## src/rtl/execute_stage.sv

```systemverilog
// execute_stage: forwarding, ALU, branch resolution, load-use stall and halt latch of the 16-bit CPU
// Ports:
//   clk, rst_n                      clock, synchronous active-low reset
//   bubble_in, halt_in, halt_in_wb  decode slot empty, decode halt, halt reached writeback
//   opcode_in, tgt_in, s1_in, s2_in decode instruction fields
//   op1_in, op2_in, imm_in, pc_in   register values, immediate, instruction address
//   mem_opcode, mem_tgt, mem_result, mem_bubble  memory-stage instruction
//   wb_we, wb_tgt, wb_data          writeback port
//   stall_out, branch_taken, branch_target       same-cycle control to fetch/decode
//   opcode_out, tgt_out, result_out, store_data_out, bubble_out, halt_out  registered to memory stage
module execute_stage #(
  parameter int WIDTH = 16
) (
  input  logic             clk,
  input  logic             rst_n,
  input  logic             bubble_in,
  input  logic             halt_in,
  input  logic             halt_in_wb,
  input  logic [2:0]       opcode_in,
  input  logic [2:0]       tgt_in,
  input  logic [2:0]       s1_in,
  input  logic [2:0]       s2_in,
  input  logic [WIDTH-1:0] op1_in,
  input  logic [WIDTH-1:0] op2_in,
  input  logic [WIDTH-1:0] imm_in,
  input  logic [WIDTH-1:0] pc_in,
  input  logic [2:0]       mem_opcode,
  input  logic [2:0]       mem_tgt,
  input  logic [WIDTH-1:0] mem_result,
  input  logic             mem_bubble,
  input  logic             wb_we,
  input  logic [2:0]       wb_tgt,
  input  logic [WIDTH-1:0] wb_data,
  output logic             stall_out,
  output logic             branch_taken,
  output logic [WIDTH-1:0] branch_target,
  output logic [2:0]       opcode_out,
  output logic [2:0]       tgt_out,
  output logic [WIDTH-1:0] result_out,
  output logic [WIDTH-1:0] store_data_out,
  output logic             bubble_out,
  output logic             halt_out
);
  localparam logic [2:0] OP_ADD  = 3'b000;
  localparam logic [2:0] OP_ADDI = 3'b001;
  localparam logic [2:0] OP_NAND = 3'b010;
  localparam logic [2:0] OP_LUI  = 3'b011;
  localparam logic [2:0] OP_SW   = 3'b100;
  localparam logic [2:0] OP_LW   = 3'b101;
  localparam logic [2:0] OP_BEQ  = 3'b110;
  localparam logic [2:0] OP_JALR = 3'b111;
  logic             halted_q, halted_d;
  logic [2:0]       opcode_q, opcode_d, tgt_q, tgt_d;
  logic [WIDTH-1:0] result_q, result_d, store_q, store_d;
  logic             bubble_q, bubble_d, halt_q, halt_d;
  logic [WIDTH-1:0] a, b, pc_inc, alu;
  logic             valid, mem_fwd_ok, is_beq, is_jalr, is_sw, eq;
  // A loaded value is not yet available in the memory stage, so it is never forwarded from there
  assign mem_fwd_ok = !mem_bubble && mem_opcode != OP_LW;
  assign a = (s1_in == 3'd0) ? '0 :
             (mem_fwd_ok && mem_tgt == s1_in) ? mem_result :
             (wb_we && wb_tgt == s1_in) ? wb_data : op1_in;
  assign b = (s2_in == 3'd0) ? '0 :
             (mem_fwd_ok && mem_tgt == s2_in) ? mem_result :
             (wb_we && wb_tgt == s2_in) ? wb_data : op2_in;
  // A squash from writeback outranks the stall as well as branches and halts
  assign stall_out = !bubble_in && !halted_q && !halt_in_wb && !mem_bubble && mem_opcode == OP_LW &&
                     mem_tgt != 3'd0 && (mem_tgt == s1_in || mem_tgt == s2_in);
  assign valid   = !bubble_in && !halted_q && !halt_in_wb && !stall_out;
  assign is_beq  = opcode_in == OP_BEQ;
  assign is_jalr = opcode_in == OP_JALR;
  assign is_sw   = opcode_in == OP_SW;
  assign eq      = a == b;
  assign pc_inc  = pc_in + WIDTH'(1);
  assign branch_taken  = valid && ((is_beq && eq) || is_jalr);
  assign branch_target = !valid ? '0 :
                         (is_beq && eq) ? pc_inc + imm_in :
                         is_jalr ? b : '0;
  always_comb begin
    alu = '0;
    alu = (opcode_in == OP_ADD)  ? a + b :
          (opcode_in == OP_NAND) ? ~(a & b) :
          (opcode_in == OP_LUI)  ? imm_in :
          (opcode_in == OP_BEQ)  ? '0 :
          is_jalr                ? pc_inc : a + imm_in;
  end
  always_comb begin
    opcode_d = valid ? opcode_in : 3'd0;
    tgt_d    = (valid && !is_sw && !is_beq) ? tgt_in : 3'd0;
    result_d = valid ? alu : '0;
    store_d  = (valid && is_sw) ? b : '0;
    bubble_d = !valid;
    halt_d   = valid && halt_in;
    halted_d = halted_q || (valid && halt_in);
  end
  always_ff @(posedge clk) begin
    if (!rst_n) begin
      halted_q <= 1'b0;
      opcode_q <= '0;
      tgt_q    <= '0;
      result_q <= '0;
      store_q  <= '0;
      bubble_q <= 1'b1;
      halt_q   <= 1'b0;
    end else begin
      halted_q <= halted_d;
      opcode_q <= opcode_d;
      tgt_q    <= tgt_d;
      result_q <= result_d;
      store_q  <= store_d;
      bubble_q <= bubble_d;
      halt_q   <= halt_d;
    end
  end
  assign opcode_out     = opcode_q;
  assign tgt_out        = tgt_q;
  assign result_out     = result_q;
  assign store_data_out = store_q;
  assign bubble_out     = bubble_q;
  assign halt_out       = halt_q;
endmodule

```

## config.mk

```make
export PLATFORM = sky130hd
export DESIGN_NAME = execute_stage
export DESIGN_NICKNAME = d
export VERILOG_FILES = /design/src/rtl/execute_stage.sv
export SDC_FILE = /design/constraint.sdc
export NUM_CORES = 1
export LEC_CHECK = 0
export ABC_AREA = 1
export CAP_MARGIN = 25
export CORE_MARGIN = 2
export CORE_UTILIZATION = 53
export DETAILED_ROUTE_END_ITERATION = 10
export PLACE_DENSITY_LB_ADDON = 0.25
export SKIP_CTS_REPAIR_TIMING = 1
export SYNTH_ARGS = -nofsm -noshare
export SYNTH_HDL_FRONTEND = slang
export SYNTH_SLANG_ARGS = --single-unit
```

## constraint.sdc

```tcl
create_clock -name clk -period 5.9 [get_ports clk]
set_input_delay 0.59 -clock clk [delete_from_list [all_inputs] [get_ports clk]]
set_output_delay 0.59 -clock clk [all_outputs]
set_load 0.01 [all_outputs]
```

==> results.md, run 1 <==
- Die W: 110 um
- Commonest cells in the synthesized netlist: nand2_1 (268), inv_1 (139), a21oi_1 (99), nor2_1 (92), o21ai_0 (65)
- Die height: 110 um
- CP max FO: 13
- Clock Latency Late Sink: 0.31 ns
- Synth cell types: 48
- Top FF cell, synth: dfxtp_1
- Hold crit path type: flip-flop to flip-flop
- Htree depth: 2
- Vias in the first global route: 7,197
- RSZ-0062 raised after global routing: false
- Slew Limit Fails: 0
- #FFs+latches synth: 41
- Critical Path, Cell by Cell: clkdlybuf4s50_1 > inv_1 > o21ai_1 > nor2_1 > nand2b_4 > nand2_1 > nand2_1 > nor2_1 > nor3_1 > ha_1 > nor4_1 > nand3_1 > nor3_1 > nand4_1 > nor2_4 > nand3_4 > inv_4 > o21ai_4 > inv_4 > o21ai_1 > a21oi_1 > clkdlybuf4s50_1
- Yosys top cell area share: 17.0%
- Tmin final: 5.62 ns
- Via count: 7,821
- Outcome: complete, no violations
- Setup TNS Final: 0 ns
- Initial antenna violation count: 0
- Wire per inst: 16.5 um
- Final instance area: 0.00813 mm2
- Clock tree from TritonCTS: yes
- Relative slew slack: 33.8%
- Top cells by area, synth: nand2_1 (17%), dfxtp_1 (14%), ha_1 (9.1%), inv_1 (8.8%), a21oi_1 (8.4%)
- Power per cell area: 157 mW/mm2
- Layout cell share with drive strength beyond 1: 7.42%
- FP Rows: 38
- Fmax: 178 MHz
- Critical path required time: 5.31 ns
- Root buf cell: clkbuf_8
- Final nets: 1,394
- Die Area: 0.0120 mm2
- Via density: 5.72
- Final Cycle Share: 95.2%
- Sequential-to-total area share from yosys stat: 13.8%
- Synth area leader: nand2_1
- Residual DRC count: 0
- WP data arrival: 5.03 ns
- Slowest CP cell: clkdlybuf4s50_1
- CP Capture Type: output port
- Warnings, synthesis: 0
- Io pins: 182
- Initial Utilization: 54.5%
- Syn_nets: 1,206
- CTS Sinks: 41
- Number of flops mapped to enable cells by yosys: 0
- Core footprint: 0.0109 mm2
- WL final: 22,600 um
- Area Growth Syn to Fin: 37.1%
- CTS buffer count: 5
- CP delay by family, top: simple AND/OR/NAND/NOR gates
- Dominant cell by count in the synthesized netlist: nand2_1
- Longest Clk Path Bufs: 2
- Finish-stage setup viols: 0
- Critical path class: input port to output port
- CP bufs+invs: 5
- CP startpoint kind: input port
- First-pass GRT wire length: 35,200 um
- Detailed Place HPWL: 18,900 um
- Leakage: 3.95 nW
- First-pass DRT Iterations: 6
- Final ANT Viol Nets: 0
- Mapped Cells: 1,038
- Port Buffers: 181
- Measured slew at the worst slew-check pin: 0.990 ns
- Area after DPL: 0.00798 mm2
- GP Congestion: 0.995
- Clk slew on worst S/H paths: 0.09 ns
- GRT Util Overall: 37.9%
- Iteration-0 DRC Markers: 803
- Largest stage delay, worst path: 0.58 ns
- # Max-Cap Violations: 0
- Synth async-reset ratio: 0%
- Largest net degree at the start of global routing: 30
- Overflow after GRT: 0
- Total Power: 0.00128 W
- Final Hold Viols: 0
- Clock Skew: 0.00736 ns
- Max IR drop VDD: 0.000150 V
- Mapped Area: 0.00593 mm2
- Antenna diode count: 0
- Syn Area/Cell: 5.71 um2
## sequential cells by signal (all words and copies together) (netlist names)
| signal | flops |
|---|---|
| opcode_out | 3 |
| halted_q | 1 |
| bubble_out | 1 |
| store_data_out | 16 |
| result_out | 16 |
| tgt_out | 3 |
| halt_out | 1 |
## area by class of cell
class / instances / area [um2]
multi-input combinational: 820 / 4450
fill: 917 / 2760
timing repair buffer: 207 / 2020
sequential: 41 / 821
inverter: 151 / 576
tap: 140 / 175
clock buffer: 5 / 68.8
clock inverter: 3 / 25.0
## final timing paths
kind                  start                  to  slack, ns  cells after the start
hold reg to reg    halted_q            halted_q       0.47                      2
setup / recovery  wb_tgt[0]   branch_target[15]       0.28                     22
setup reg to reg   halted_q  store_data_out[12]       3.04                      9
hold / removal     halted_q            halted_q       0.47                      2
## per-stage QoR
step                      utilization [%]  hold WS (ns)  cells  setup slack, ns
after detailed placement             73.3         0.452   1356            0.221
after global routing                 74.7         0.503   1367           0.0185
after CTS                            74.1         0.473   1364            0.207
after global placement               73.3         0.447   1356            0.301
final                                74.7         0.467   1367            0.284
after floorplan                         -         0.424   1038             1.78
## worst reg2reg max path: stages, from the launching register on
cell	delay [ns]
dfxtp_1	0.32
nor3_1	0.61
inv_1	0.12
nor2_2	0.22
inv_1	0.14
nor2_1	0.22
inv_1	0.35
nor2_2	0.22
nand2_2	0.22
nor3_1	0.32
## where the power goes
part | total (W) | switching (W) | internal (W)
sequential | 0.000286 | 0.00000199 | 0.000284
clock | 0.000197 | 0.000111 | 0.0000854
combinational | 0.000797 | 0.000486 | 0.000311
## per-layer routing
metal | vias to the layer above | GRT usage (%) | routed length (um)
li1 | 3817 | - | -
met1 | 3488 | 48.6 | 9140
met2 | 437 | 60.1 | 9930
met3 | 79 | 6.76 | 2290
met4 | 0 | 20.0 | 1240
met5 | - | 0 | 0
## layout by cell type (no fill, tap or decap), drive strengths merged, types with 3 or more instances in the layout
cell type	instances
clkdlybuf4s50	181
nand4	23
nor4	11
nand2	283
buf	26
clkbuf	5
a21oi	99
o21ai	80
nor3	30
a31oi	14
xnor2	7
nand3	63
a211oi	9
nand3b	4
dfxtp	41
nor2	105
ha	43
o221ai	4
o211ai	4
inv	150
o21a	3
xor2	24
## kinds of logic (layout without fill, tap and decap cells)
| family | count (synthesis) | in the layout | synth area share, % |
|---|---|---|---|
| xor gates and xnor gates | 31 | 31 | 4.71 |
| adders and majority gates | 44 | 44 | 9.41 |
| DFF | 41 | 41 | 13.8 |
| buffers and inverters | 177 | 366 | 11.5 |
| AOI/OAI and AO/OA | 222 | 222 | 20.7 |
| and+or+nand+nor | 523 | 523 | 39.8 |
Power figures use the tool's default switching activity.
==> run 2: changes to the inputs <==
- CAP_MARGIN: 25 -> 20
- CTS_CLUSTER_SIZE: not set -> 10
==> results of run 2 <==
The final DEF is identical to that of run 1; final timing and power are the same.
==> run 3: changes to the inputs <==
- CELL_PAD_IN_SITES_DETAIL_PLACEMENT: not set -> 0
- CELL_PAD_IN_SITES_GLOBAL_PLACEMENT: not set -> 1
- CORE_UTILIZATION: 53 -> 30
==> run 3 against run 2 <==
Compared with the run above: core utilization down 31 points; sequential power about the same; die area up 73%; sequential cell count unchanged; first-iteration DRC count down 26%; largest cell class unchanged; hold slack worse by 0.0015 ns; clock skew up 0.00093 ns; count of clock-buffer cells in the layout unchanged; sequential share of layout area down 0.32 points.
==> results.md, run 3 (synthesis gave the netlist of run 1 again) <==
- # Max-Cap Violations: 0
- Met1 GRT Util: 33.0%
- Iteration-0 DRC Markers: 597
- Setup TNS Final: 0 ns
- Residual DRC count: 0
- Non-filler cells, final: 1,498
- WL final: 25,800 um
- Final ANT Viol Nets: 0
- R2r setup slk: 3.06 ns
- Internal power: 0.000761 W
- CTS Sinks: 41
- Vias in the first global route: 7,027
- R2R depth: 9
- Clk slew on worst S/H paths: 0.07 ns
- Final Hold Viols: 0
- CP startpoint kind: input port
- Seq pwr share: 20.5%
- Root buf cell: clkbuf_16
- Logic pwr share: 59.1%
- Via density: 5.01
- Htree depth: 2
- Initial antenna violation count: 0
- Clock tree from TritonCTS: yes
- Finish-stage setup viols: 0
- Clock Latency Late Sink: 0.30 ns
- Worst hold endpoint: halted_q
- Via count: 7,499
- Max IR drop VDD: 0.0000927 V
- Initial Utilization: 30.6%
- Worst Hold Depth: 2
- Outcome: complete, no violations
- Antenna diode count: 0
- Port Buffers: 181
- Relative slew slack: 25.1%
- RSZ-0062 raised after global routing: false
- Placed Cells: 1,488
- Reg2reg start: halted_q
- Core footprint: 0.0194 mm2
- Die W: 145 um
- Fmax: 180 MHz
- Longest Clk Path Bufs: 2
- FP Rows: 51
- GP Congestion: 0.962
- CP Capture Type: output port
- Final Cycle Share: 94.1%
- Tmin final: 5.55 ns
- Slew Limit Fails: 0
- Measured slew at the worst slew-check pin: 1.12 ns
- Most common cell after layout, fill and taps aside: nand2_1
- Die height: 145 um
- Detailed Place HPWL: 21,900 um
- Area after DPL: 0.00820 mm2
- First-pass GRT wire length: 38,800 um
- Largest net degree at the start of global routing: 30
- Die Area: 0.0209 mm2
- CTS buffer count: 5
- Clock Skew: 0.00830 ns
- Final instance area: 0.00840 mm2
- Final nets: 1,400
- Overflow after GRT: 0
- Clock power share: 20.4%
- GRT busiest layer: met2
- Layout cell share with drive strength beyond 1: 7.87%
- Routing usage on met2: 41.3%
- Power per cell area: 166 mW/mm2
- Wire per inst: 17.2 um
- Met3 Usage GRT: 2.45%
- P_sw: 0.000635 W
- First-pass DRT Iterations: 5
- WP data arrival: 4.96 ns
- Hold crit path type: flip-flop to flip-flop
- Net Sw Frac: 45.5%
- Worst Hold Launch: halted_q
- Crit Reg-Reg Endpoint: store_data_out[12]
- GRT Util Overall: 24.6%
- Critical path class: input port to output port
- Critical path required time: 5.31 ns
- Leakage: 4.00 nW
- Io pins: 182
- Area Growth Syn to Fin: 41.6%
- CP max FO: 10
- Most frequent cells in the layout: nand2_1 (268), clkdlybuf4s50_1 (181), inv_1 (138), a21oi_1 (99), nor2_1 (92)
- Fillcell total: 2,133
-- run 3: critical path, stage by stage --
cell	delay, ns
clkdlybuf4s50_1	0.50
inv_1	0.07
o21ai_1	0.24
nor2_1	0.08
nand2b_1	0.26
buf_4	0.22
nand2_1	0.05
nand2_1	0.06
nor2_1	0.05
nor2_1	0.27
ha_1	0.31
nor4_1	0.21
nand3_1	0.15
nor3_1	0.15
nand4_1	0.16
nor2_4	0.16
nand3_4	0.11
inv_4	0.15
o21ai_4	0.13
inv_4	0.12
o21ai_1	0.07
a21oi_1	0.23
clkdlybuf4s50_1	0.60
-- run 3: final cells by class --
class | instances | area (um2) | area share (%)
clock buffers | 5 | 125 | 1.49
repair buffers | 213 | 2080 | 24.7
flip-flops and latches | 41 | 821 | 9.77
multi-input cells | 820 | 4440 | 52.9
well taps | 265 | 332 | 3.95
clock inverters | 3 | 25.0 | 0.298
inverters | 151 | 576 | 6.85
-- run 3: worst max path at each step --
stage / startpoint / cells past startpoint / to / slack (ns)
global placement: s1_in[1] / 23 / branch_target[15] / 0.39
finish: wb_tgt[0] / 23 / branch_target[15] / 0.35
CTS: s1_in[1] / 21 / branch_target[10] / 0.24
floorplan: wb_tgt[1] / 22 / branch_target[7] / 1.78
detailed placement: s1_in[1] / 21 / branch_target[10] / 0.27
global route: wb_tgt[0] / 23 / branch_target[15] / 0.04
-- run 3: routing by layer --
| metal | routed length, um | up-vias |
|---|---|---|
| li1 | - | 3823 |
| met1 | 12000 | 3400 |
| met2 | 11800 | 239 |
| met3 | 1200 | 37 |
| met4 | 788 | 0 |
| met5 | 0 | - |
-- run 3: metrics by stage --
step	setup WS, ns	total power [W]	hold WS, ns	utilization, %
2_1_floorplan	1.78	0.000777	0.424	-
3_3_place_gp	0.389	0.00110	0.450	42.3
3_5_place_dp	0.271	0.00110	0.462	42.3
4_1_cts	0.243	0.00138	0.476	43.0
5_1_grt	0.0365	0.00150	0.515	43.3
6_report	0.346	0.00140	0.466	43.3
-- run 3: power groups by stage --
stage	registers [W]	clock network (W)	logic (W)
after floorplan	0.000297	0	0.000480
after global placement	0.000293	0	0.000809
after detailed placement	0.000293	0	0.000804
after CTS	0.000286	0.000290	0.000808
after global routing	0.000287	0.000297	0.000911
final	0.000286	0.000285	0.000824
